### src/rtl/spi_regfile.sv
`default_nettype none
// ============================================================================
// Module   : spi_regfile
// Brief    : SPI mode-0 peripheral with a register bank, oversampled on clk.
// Revision : 1.0 - initial release
// ============================================================================
module spi_regfile #(
  parameter int ADDR_W      = 7,
  parameter int DATA_W      = 8,
  parameter int NUM_REGS    = 5,
  parameter int SYNC_STAGES = 2
) (
  input  logic                       clk,
  input  logic                       rst,
  input  logic                       sclk,
  input  logic                       cs,
  input  logic                       copi,
  output logic                       cipo,
  output logic                       cipo_oe,
  output logic [NUM_REGS*DATA_W-1:0] regs_out,
  output logic [NUM_REGS-1:0]        wr_strobe,
  output logic                       frame_err
);

  localparam int FRAME = 1 + ADDR_W + DATA_W;
  localparam int CNT_W = $clog2(FRAME + 2);
  localparam logic [CNT_W-1:0] CNT_CMD   = CNT_W'(ADDR_W + 1);
  localparam logic [CNT_W-1:0] CNT_FRAME = CNT_W'(FRAME);
  localparam logic [CNT_W-1:0] CNT_OVR   = CNT_W'(FRAME + 1);

  localparam logic [1:0] ST_IDLE = 2'd0;
  localparam logic [1:0] ST_CMD  = 2'd1;
  localparam logic [1:0] ST_DATA = 2'd2;
  localparam logic [1:0] ST_DONE = 2'd3;

  logic [SYNC_STAGES-1:0] sclk_sync_q, sclk_sync_d;
  logic [SYNC_STAGES-1:0] cs_sync_q, cs_sync_d;
  logic [SYNC_STAGES-1:0] copi_sync_q, copi_sync_d;

  logic [1:0]             state_q, state_d;
  logic [CNT_W-1:0]       cnt_q, cnt_d, cnt_inc;
  logic [FRAME-1:0]       rx_q, rx_d, rx_next;
  logic [DATA_W-1:0]      tx_q, tx_d, rd_word;
  logic                   rd_active_q, rd_active_d;
  logic                   cipo_q, cipo_d;
  logic                   cipo_oe_q, cipo_oe_d;
  logic [DATA_W-1:0]      regs_q [NUM_REGS];
  logic [DATA_W-1:0]      regs_d [NUM_REGS];
  logic [NUM_REGS-1:0]    wr_strobe_q, wr_strobe_d;
  logic                   frame_err_q, frame_err_d;

  logic sclk_rise, sclk_fall, cs_rise, cs_fall, cs_active, copi_bit;
  logic framing, bit_tick;

  // Bit 0 of each chain takes the pin; the top two bits feed edge detection.
  always_comb begin
    sclk_sync_d = {sclk_sync_q[SYNC_STAGES-2:0], sclk};
    cs_sync_d   = {cs_sync_q[SYNC_STAGES-2:0], cs};
    copi_sync_d = {copi_sync_q[SYNC_STAGES-2:0], copi};
  end

  always_ff @(posedge clk or negedge rst) begin
    if (!rst) begin
      sclk_sync_q <= '0;
      cs_sync_q   <= '1;
      copi_sync_q <= '0;
    end else begin
      sclk_sync_q <= sclk_sync_d;
      cs_sync_q   <= cs_sync_d;
      copi_sync_q <= copi_sync_d;
    end
  end

  assign sclk_rise = !sclk_sync_q[SYNC_STAGES-1] &&  sclk_sync_q[SYNC_STAGES-2];
  assign sclk_fall =  sclk_sync_q[SYNC_STAGES-1] && !sclk_sync_q[SYNC_STAGES-2];
  assign cs_fall   =  cs_sync_q[SYNC_STAGES-1]   && !cs_sync_q[SYNC_STAGES-2];
  assign cs_rise   = !cs_sync_q[SYNC_STAGES-1]   &&  cs_sync_q[SYNC_STAGES-2];
  assign cs_active = !cs_sync_q[SYNC_STAGES-2];
  assign copi_bit  = copi_sync_q[SYNC_STAGES-1];

  assign framing  = (state_q != ST_IDLE);
  assign bit_tick = sclk_rise && cs_active && framing;
  assign cnt_inc  = (cnt_q == CNT_OVR) ? cnt_q : cnt_q + CNT_W'(1);
  assign rx_next  = {rx_q[FRAME-2:0], copi_bit};

  always_ff @(posedge clk or negedge rst) begin
    if (!rst) state_q <= ST_IDLE;
    else      state_q <= state_d;
  end

  always_comb begin
    state_d = state_q;
    if (cs_fall) begin
      state_d = ST_CMD;
    end else if (cs_rise) begin
      state_d = ST_IDLE;
    end else if (bit_tick) begin
      case (state_q)
        ST_CMD:  if (cnt_inc == CNT_CMD)   state_d = ST_DATA;
        ST_DATA: if (cnt_inc == CNT_FRAME) state_d = ST_DONE;
        ST_DONE: state_d = ST_DONE;
        default: state_d = state_q;
      endcase
    end
  end

  // Value presented for a read; unimplemented addresses read as zero.
  always_comb begin
    rd_word = '0;
    for (int k = 0; k < NUM_REGS; k++) begin
      if (rx_next[ADDR_W-1:0] == ADDR_W'(k)) rd_word = regs_q[k];
    end
  end

  always_comb begin
    cnt_d       = cnt_q;
    rx_d        = rx_q;
    tx_d        = tx_q;
    rd_active_d = rd_active_q;
    cipo_d      = cipo_q;
    cipo_oe_d   = cipo_oe_q;
    regs_d      = regs_q;
    wr_strobe_d = '0;
    frame_err_d = 1'b0;
    if (cs_fall) begin
      cnt_d       = '0;
      rx_d        = '0;
      tx_d        = '0;
      rd_active_d = 1'b0;
      cipo_d      = 1'b0;
      cipo_oe_d   = 1'b0;
    end else if (cs_rise) begin
      if (framing) begin
        rd_active_d = 1'b0;
        cipo_d      = 1'b0;
        cipo_oe_d   = 1'b0;
        // Commit only exact-length frames; an empty frame is a cs glitch.
        if (cnt_q == CNT_FRAME) begin
          if (rx_q[FRAME-1]) begin
            for (int k = 0; k < NUM_REGS; k++) begin
              if (rx_q[FRAME-2 -: ADDR_W] == ADDR_W'(k)) begin
                regs_d[k]      = rx_q[DATA_W-1:0];
                wr_strobe_d[k] = 1'b1;
              end
            end
          end
        end else if (cnt_q != '0) begin
          frame_err_d = 1'b1;
        end
      end
    end else if (bit_tick) begin
      cnt_d = cnt_inc;
      if (cnt_q < CNT_FRAME) rx_d = rx_next;
      if (cnt_inc == CNT_CMD && !rx_next[ADDR_W]) begin
        rd_active_d = 1'b1;
        tx_d        = rd_word;
      end
      if (cnt_inc == CNT_OVR) begin
        rd_active_d = 1'b0;
        cipo_d      = 1'b0;
        cipo_oe_d   = 1'b0;
      end
    end else if (sclk_fall && rd_active_q && framing) begin
      cipo_d    = tx_q[DATA_W-1];
      tx_d      = tx_q << 1;
      cipo_oe_d = 1'b1;
    end
  end

  always_ff @(posedge clk or negedge rst) begin
    if (!rst) begin
      cnt_q       <= '0;
      rx_q        <= '0;
      tx_q        <= '0;
      rd_active_q <= 1'b0;
      cipo_q      <= 1'b0;
      cipo_oe_q   <= 1'b0;
      wr_strobe_q <= '0;
      frame_err_q <= 1'b0;
      for (int k = 0; k < NUM_REGS; k++) regs_q[k] <= '0;
    end else begin
      cnt_q       <= cnt_d;
      rx_q        <= rx_d;
      tx_q        <= tx_d;
      rd_active_q <= rd_active_d;
      cipo_q      <= cipo_d;
      cipo_oe_q   <= cipo_oe_d;
      wr_strobe_q <= wr_strobe_d;
      frame_err_q <= frame_err_d;
      regs_q      <= regs_d;
    end
  end

  generate
    for (genvar k = 0; k < NUM_REGS; k++) begin : g_regs_out
      assign regs_out[k*DATA_W +: DATA_W] = regs_q[k];
    end
  endgenerate

  assign cipo      = cipo_q;
  assign cipo_oe   = cipo_oe_q;
  assign wr_strobe = wr_strobe_q;
  assign frame_err = frame_err_q;

endmodule
`default_nettype wire
### config.mk
export PLATFORM = sky130hd
export DESIGN_NAME = spi_regfile
export DESIGN_NICKNAME = d
export VERILOG_FILES = /design/src/rtl/spi_regfile.sv
export SDC_FILE = /design/constraint.sdc
export NUM_CORES = 1
export LEC_CHECK = 0
export BUFFER_PORTS_ARGS = -buffer_cell sky130_fd_sc_hd__clkbuf_2
export CAP_MARGIN = 5
export CORE_AREA = 10 10 146 148
export CTS_CLUSTER_DIAMETER = 80
export CTS_CLUSTER_SIZE = 20
export DETAILED_ROUTE_END_ITERATION = 10
export DIE_AREA = 0 0 156 158
export PLACE_DENSITY = 0.46
export SETUP_SLACK_MARGIN = 0.05
export SLEW_MARGIN = 25
export SYNTH_ARGS = -nofsm -noshare
export SYNTH_HDL_FRONTEND = slang
export SYNTH_SLANG_ARGS = --single-unit
### constraint.sdc
create_clock -name clk -period 3.09 [get_ports clk]
set_input_delay 0.4635 -clock clk [delete_from_list [all_inputs] [get_ports clk]]
set_output_delay 0.4635 -clock clk [all_outputs]
set_load 0.01 [all_outputs]
==> results of run 1 <==
-- power by group through the flow --
stage | clock, uW | combinational (uW) | sequential, uW
final | 1090 | 289 | 1260
after global routing | 1180 | 326 | 1270
after global placement | 0 | 290 | 1280
after CTS | 1130 | 294 | 1260
after floorplan | 0 | 211 | 1230
after detailed placement | 0 | 292 | 1280
-- cell usage after synthesis, types with 4 or more instances --
cell	n	area (um2)
mux2_4	8	120.1
inv_1	19	71.32
a21oi_1	10	50.05
mux2_2	26	292.8
nor2_1	16	60.06
mux2i_1	7	70.07
a22o_1	9	78.83
or2_2	4	25.02
nor3_1	17	85.08
nand3_1	8	40.04
or3_1	5	31.28
ha_1	5	62.56
o21ai_0	24	120.1
nand2_1	17	63.81
clkbuf_1	22	82.58
dfrtp_1	84	2102
a221oi_1	8	70.07
o41ai_1	12	105.1
o211ai_1	4	30.03
nand2b_1	6	37.54
mux4_2	7	157.7
-- metal layers --
metal  GRT usage [%]  share of wire (%)
met1           12.33                 48
met2           14.09                 46
met3           2.198                4.5
met4           3.867                1.6
met5               0                  0
-- per-stage QoR --
stage          hold slack (ns)  util [%]  worst slack, ns
2_1_floorplan           0.1679         -           0.2725
3_3_place_gp            0.3341     25.29           0.2593
3_5_place_dp            0.3387     25.29           0.2186
4_1_cts                 0.1836     26.89           0.2008
5_1_grt                 0.2078     26.89           0.1078
6_report                0.1329     26.89           0.2091
-- worst min-delay path by stage --
stage | start | end | slack (ns) | cells after the start
2_1_floorplan | rst | cipo | 0.17 | 0
3_3_place_gp | copi_sync_q[0] | copi_sync_q[1] | 0.33 | 0
3_5_place_dp | copi_sync_q[0] | copi_sync_q[1] | 0.34 | 0
4_1_cts | rst | cnt_q[3] | 0.18 | 2
5_1_grt | rst | cnt_q[3] | 0.21 | 2
6_report | rst | cnt_q[3] | 0.13 | 2
-- cell usage in the layout (no fill, tap or decap), types with 2 or more instances in the layout --
cell	instances
or4_1	3
nand3_1	8
nand2b_1	6
mux2_2	26
a31o_2	2
and3_1	2
nor4_1	2
nor2b_1	2
or3_1	5
o41ai_1	12
a22o_1	9
nor3_1	17
o211ai_1	4
a2111oi_0	2
nor3_4	2
nand2_1	17
a221oi_1	8
inv_1	19
a21oi_1	10
mux4_2	7
ha_1	5
a41oi_1	2
mux2_4	8
clkbuf_2	51
dfstp_2	2
or2_2	4
mux2i_1	7
dfrtp_1	84
clkbuf_16	9
nor2_1	16
o22ai_1	2
buf_4	9
clkbuf_1	3
a31oi_1	2
nor4b_1	2
o21ai_0	24
-- flip-flops by register name, summed over array words and instances (netlist names) --
name / count
tx_q: 8
rd_active_q: 1
cipo: 1
cipo_oe: 1
wr_strobe: 5
cnt_q: 5
frame_err: 1
regs_out: 40
state_q: 2
cs_sync_q: 2
rx_q: 16
copi_sync_q: 2
sclk_sync_q: 2
-- critical path, stage by stage, from the launching register on --
cell and delay [ns]:
dfstp_2 0.56, ha_1 0.22, inv_4 0.07, or3_4 0.39, or4_1 0.57, buf_4 0.19, nor3_4 0.37, mux2_2 0.39
-- cells by family (layout without fill, tap and decap cells) --
kind of cell	after synthesis	after routing	synth area share (%)
buffers and inverters	47	97	4.732
multiplexers	48	48	15.43
adder cells (fa/ha/maj)	5	5	1.507
XOR/XNOR	1	1	0.2110
AND/OR/NAND/NOR	92	92	12.24
flip-flops	86	86	51.90
AO/OA/AOI/OAI	83	83	13.99
-- area by class of cell --
cell class / count / area (um2) / area share (%)
Sequential cell: 86 / 2155 / 43.42
Multi-Input combinational cell: 229 / 1800 / 36.28
Timing Repair Buffer: 61 / 342.8 / 6.909
Tap cell: 234 / 292.8 / 5.900
Clock buffer: 13 / 250.2 / 5.043
Inverter: 20 / 77.57 / 1.563
Clock inverter: 3 / 43.79 / 0.8825
==> results.md, run 1 <==
- Post-layout nets: 417
- IO buf count: 52
- CTS Hold Buffers Added: 0
- CP max FO: 8
- RSZ-0062 raised after global routing: no
- Worst reg-to-reg path cell count: 7
- Worst reg2reg endpoint: regs_out[14]
- Period utilisation layout: 93.23%
- Post-synthesis sequential area ratio: 51.90%
- Highest clock rate: 347.1 MHz
- Root Buffer: clkbuf_16
- Clock Power Share: 41.3%
- Worst setup SP type: flip-flop
- GP Congestion: 0.7663
- Avg Cell Area, Syn: 11.47 um2
- Final Skew: 0.005277 ns
- Horiz. Die Dim: 156 um
- ANT cells: 0
- Total gr overflow: 0
- Post-synthesis async set-or-reset flop share: 100.0%
- Cell Int Power: 1928 uW
- First-pass GRT wire length: 17820 um
- Clock tree buffer depth: 2
- Leakage: 0.002251 uW
- Syn. warnings: 0
- Clk slew on worst S/H paths: 0.06 ns
- Slew of the pin with the lowest slew margin: 0.7719 ns
- Drc violations: 0
- Setup Buffers After CTS: 0
- Min Tclk post-route: 2.881 ns
- Post-cts resize count: 0
- IO Pins: 53
- FILL cells: 1913
- Worst-skew pair later-pin latency: 0.34 ns
- Slew Limit Fails: 0
- Destination of the critical timing path: regs_out[14]
- Critical Setup Path Class: reg -> reg
- CP startpoint: cs_sync_q[0]
- Detailed Place HPWL: 8005 um
- Share of post-route cells with drive strength above 1: 31.07%
- Max-cap viol count: 0
- Mapped Area: 4151 um2
- R2R setup slack: 0.21 ns
- 1st-iter DRT viols: 187
- Max-slew headroom: 47.86%
- Final instance area: 4962 um2
- Post-DP Area: 4668 um2
- Netlist cell types: 50
- Vias/cell: 4.720
- Flop and latch count out of synthesis: 86
- Cell Rows: 50
- CP endpoint kind: flip-flop
- Cells after synthesis: 362
- Non-filler cells, final: 646
- Gr usage total: 9.266%
- Via count: 3049
- Vias in the first global route: 3083
- 1st-pass router iterations: 4
- CTS tree: yes
- Syn Nets: 372
- Clock tree sinks: 86
- H-Tree Depth: 3
- Worst VDD drop: 0.0001695 V
- Dpl cells: 630
- Main synth FF type: dfrtp_1
- Hold Vio Cnt, Final: 0
- Power after layout: 2637 uW
- Setup Viol. Count Final: 0
- WL/cell: 17.54 um
- Starting density of the core: 22.49%
- Gate power share: 11.0%
- Sw Pwr: 708.8 uW
- WP data required: 3.32 ns
- Arr. time, crit path: 3.11 ns
- Status: finished clean
- CTS buffer count: 9
- Power Dens Cells: 531.4 nW/um2
- Post-synth EDFFs: 0
- Reg-to-reg startpoint: cs_sync_q[0]
- Final ANT Viol Nets: 0
- Full die area: 24650 um2
- Area Overhead vs Synth: 19.53%
- Total Neg Setup Slack: 0 ns
- Reg power frac: 47.7%
- Routed Wire Length: 11330 um
- CORE AREA: 18460 um2
- Largest net degree at the start of global routing: 87
- Hold Path Class: in -> async
- Initial antenna violation count: 0
- Chip Height: 158 um
- Sw Ratio: 26.88%
No activity file was read; power rests on OpenSTA's default activity.
==> run 2, diff against run 1 <==
Settings changed: CAP_MARGIN 5 to 20, RECOVER_POWER from default to 100.
==> run 2 against run 1 <==
  * The run now ends with capacitance limit, slew limit left
  * Critical path depth did not move
  * Clock-buffer cell count did not move
  * Total power fell by 0.15%
==> results.md, run 2 (synthesis gave the netlist of run 1 again) <==
- Status: complete, but fails checks
- Violated checks: capacitance limit, slew limit
- Setup Buffers After CTS: 0 (unchanged)
- FILL cells: 1944 (+1.6%)
- CORE AREA: 18460 um2 (unchanged)
- Slew Limit Fails: 87 (+87)
- WP data required: 3.32 ns (about the same)
- Max-slew headroom: -46.56% (-94 points)
- 1st-iter DRT viols: 175 (-6.4%)
- Worst setup SP type: flip-flop
- Arr. time, crit path: 3.13 ns (+0.02 ns)
- 1st-pass router iterations: 4 (unchanged)
- Cell Rows: 50 (unchanged)
- Vias/cell: 4.712 (-0.16%)
- Post-place setup slack: 0.2186 ns (unchanged)
- ANT cells: 0 (unchanged)
- Worst-skew pair later-pin latency: 0.34 ns (about the same)
- Critical Setup Path Class: reg -> reg
- Leakage: 0.002049 uW (-8.9%)
- Detailed Place HPWL: 8005 um (unchanged)
- Period utilisation layout: 94.09% (+0.86 points)
- Vias in the first global route: 3083 (unchanged)
- Gr usage total: 9.266% (unchanged)
- Max reg flops: 40 (unchanged)
- Starting density of the core: 22.49% (unchanged)
- Max-cap viol count: 1 (+1)
- CP endpoint kind: flip-flop
- Min Tclk post-route: 2.908 ns (+0.02666 ns)
- CP bufs+invs: 2 (unchanged)
- Clock tree sinks: 86 (unchanged)
- Slew of the pin with the lowest slew margin: 2.198 ns (+1.426 ns)
- Total Neg Setup Slack: 0 ns (unchanged)
- Most common cell after layout, fill and taps aside: dfrtp_1
- Root Buffer: clkbuf_16
- Post-cts resize count: 0 (unchanged)
- Full die area: 24650 um2 (unchanged)
- Worst VDD drop: 0.0001691 V (-0.23%)
- Post-DP Area: 4668 um2 (unchanged)
- Setup Viol. Count Final: 0 (unchanged)
- First-pass GRT wire length: 17820 um (unchanged)
- CP Cell Sequence: ha_1 -> inv_4 -> or3_4 -> or4_1 -> buf_4 -> nor3_4 -> mux2_2
- Final Skew: 0.004218 ns (-0.001059 ns)
- Slowest library cell on the worst path: dfstp_1
- Area Overhead vs Synth: 16.76%
- Via count: 3044 (-0.16%)
- Post-layout nets: 417 (unchanged)
- Post-layout util: 26.26% (-0.62 points)
- Clock tree buffer depth: 2 (unchanged)
- CTS tree: yes
- Chip Height: 158 um (unchanged)
- Largest net degree at the start of global routing: 87 (unchanged)
- WL/cell: 17.59 um (+0.31%)
- Share of post-route cells with drive strength above 1: 16.50% (-15 points)
- H-Tree Depth: 3 (unchanged)
- Highest clock rate: 343.9 MHz (-0.92%)
- GP Congestion: 0.7663 (unchanged)
- Worst path max stage delay: 0.58 ns (about the same)
- Total gr overflow: 0 (unchanged)
- Horiz. Die Dim: 156 um (unchanged)
- IO buf count: 52 (unchanged)
- CP top delay family: simple AND/OR/NAND/NOR gates
- Most frequent cells in the layout: 84 x dfrtp_1, 53 x clkbuf_1, 26 x mux2_2
- CTS Hold Buffers Added: 0 (unchanged)
- Setup slack after layout: 0.1825 ns (-0.02666 ns)
- RSZ-0062 raised after global routing: no
- Clk slew on worst S/H paths: 0.06 ns (about the same)
- CTS buffer count: 9 (unchanged)
- Initial antenna violation count: 0 (unchanged)
- Hold Vio Cnt, Final: 0 (unchanged)
- Final instance area: 4847 um2 (-2.3%)
- Power Dens Cells: 543.2 nW/um2 (+2.2%)
- IO Pins: 53 (unchanged)
- Hold Path Class: in -> reg
- CP max FO: 8 (unchanged)
- Drc violations: 0 (unchanged)
- Final ANT Viol Nets: 0 (unchanged)
- Routed Wire Length: 11360 um (+0.31%)
-- run 2: cell types whose count changed in the layout (fill, tap and decap cells not counted) --
cell      previous run  this run
buf_12               1         0
mux2_4               8         0
dfstp_1              0         1
nor2_1              16        17
buf_4                9         6
clkbuf_4             0         1
nor2_2               1         0
dfstp_2              2         1
mux2_1               0         8
clkbuf_1             3        53
clkbuf_2            51         4
-- run 2: power by group --
part	leakage [uW]	internal, uW	total (uW)	switching [uW]
sequential	0.00117	1170	1260	86.0
combinational	0.000731	103	284	181
clock	0.000144	650	1090	443
total	0.00205	1920	2630	710
-- run 2: layer usage --
metal | GRT usage (%) | wire length [um]
met2 | 14.09 | 5279
met4 | 3.867 | 187
met5 | 0 | 0
met3 | 2.198 | 478
met1 | 12.33 | 5419
-- run 2: cell type report --
class                      count  area, um2  share of cell area, %
clock buffer                  13      250.2                  5.163
clock inverter                 3      43.79                 0.9035
inverter                      20      77.57                  1.600
multi-input combinational    229       1768                  36.47
sequential                    86       2155                  44.45
tap                          234      292.8                  6.040
timing repair buffer          61      260.3                  5.369
-- run 2: path summary, 6_finish.rpt --
path | startpoint | endpoint | slack [ns] | depth (start not counted)
min in group asynchronous | rst | cnt_q[3] | 0.84 | 2
max in group asynchronous | rst | regs_out[27] | 0.92 | 2
max | cs_sync_q[0] | regs_out[14] | 0.18 | 7
min | copi | copi_sync_q[0] | 0.22 | 1
max reg2reg | cs_sync_q[0] | regs_out[14] | 0.18 | 7
min reg2reg | copi_sync_q[0] | copi_sync_q[1] | 0.35 | 0
-- run 2: through the flow --
stage / hold slack (ns) / total power [uW] / instances
after detailed placement: 0.3387 / 1570 / 630
after CTS: 0.1836 / 2679 / 646
after global placement: 0.3341 / 1568 / 630
after floorplan: 0.1679 / 1439 / 362
final: 0.2250 / 2633 / 646
after global routing: 0.2078 / 2761 / 646
-- run 2: worst reg2reg max path, stage by stage, from the launching register on --
cell	delay [ns]
dfstp_1	0.58
ha_1	0.24
inv_4	0.07
or3_4	0.39
or4_1	0.57
buf_4	0.19
nor3_4	0.36
mux2_2	0.39
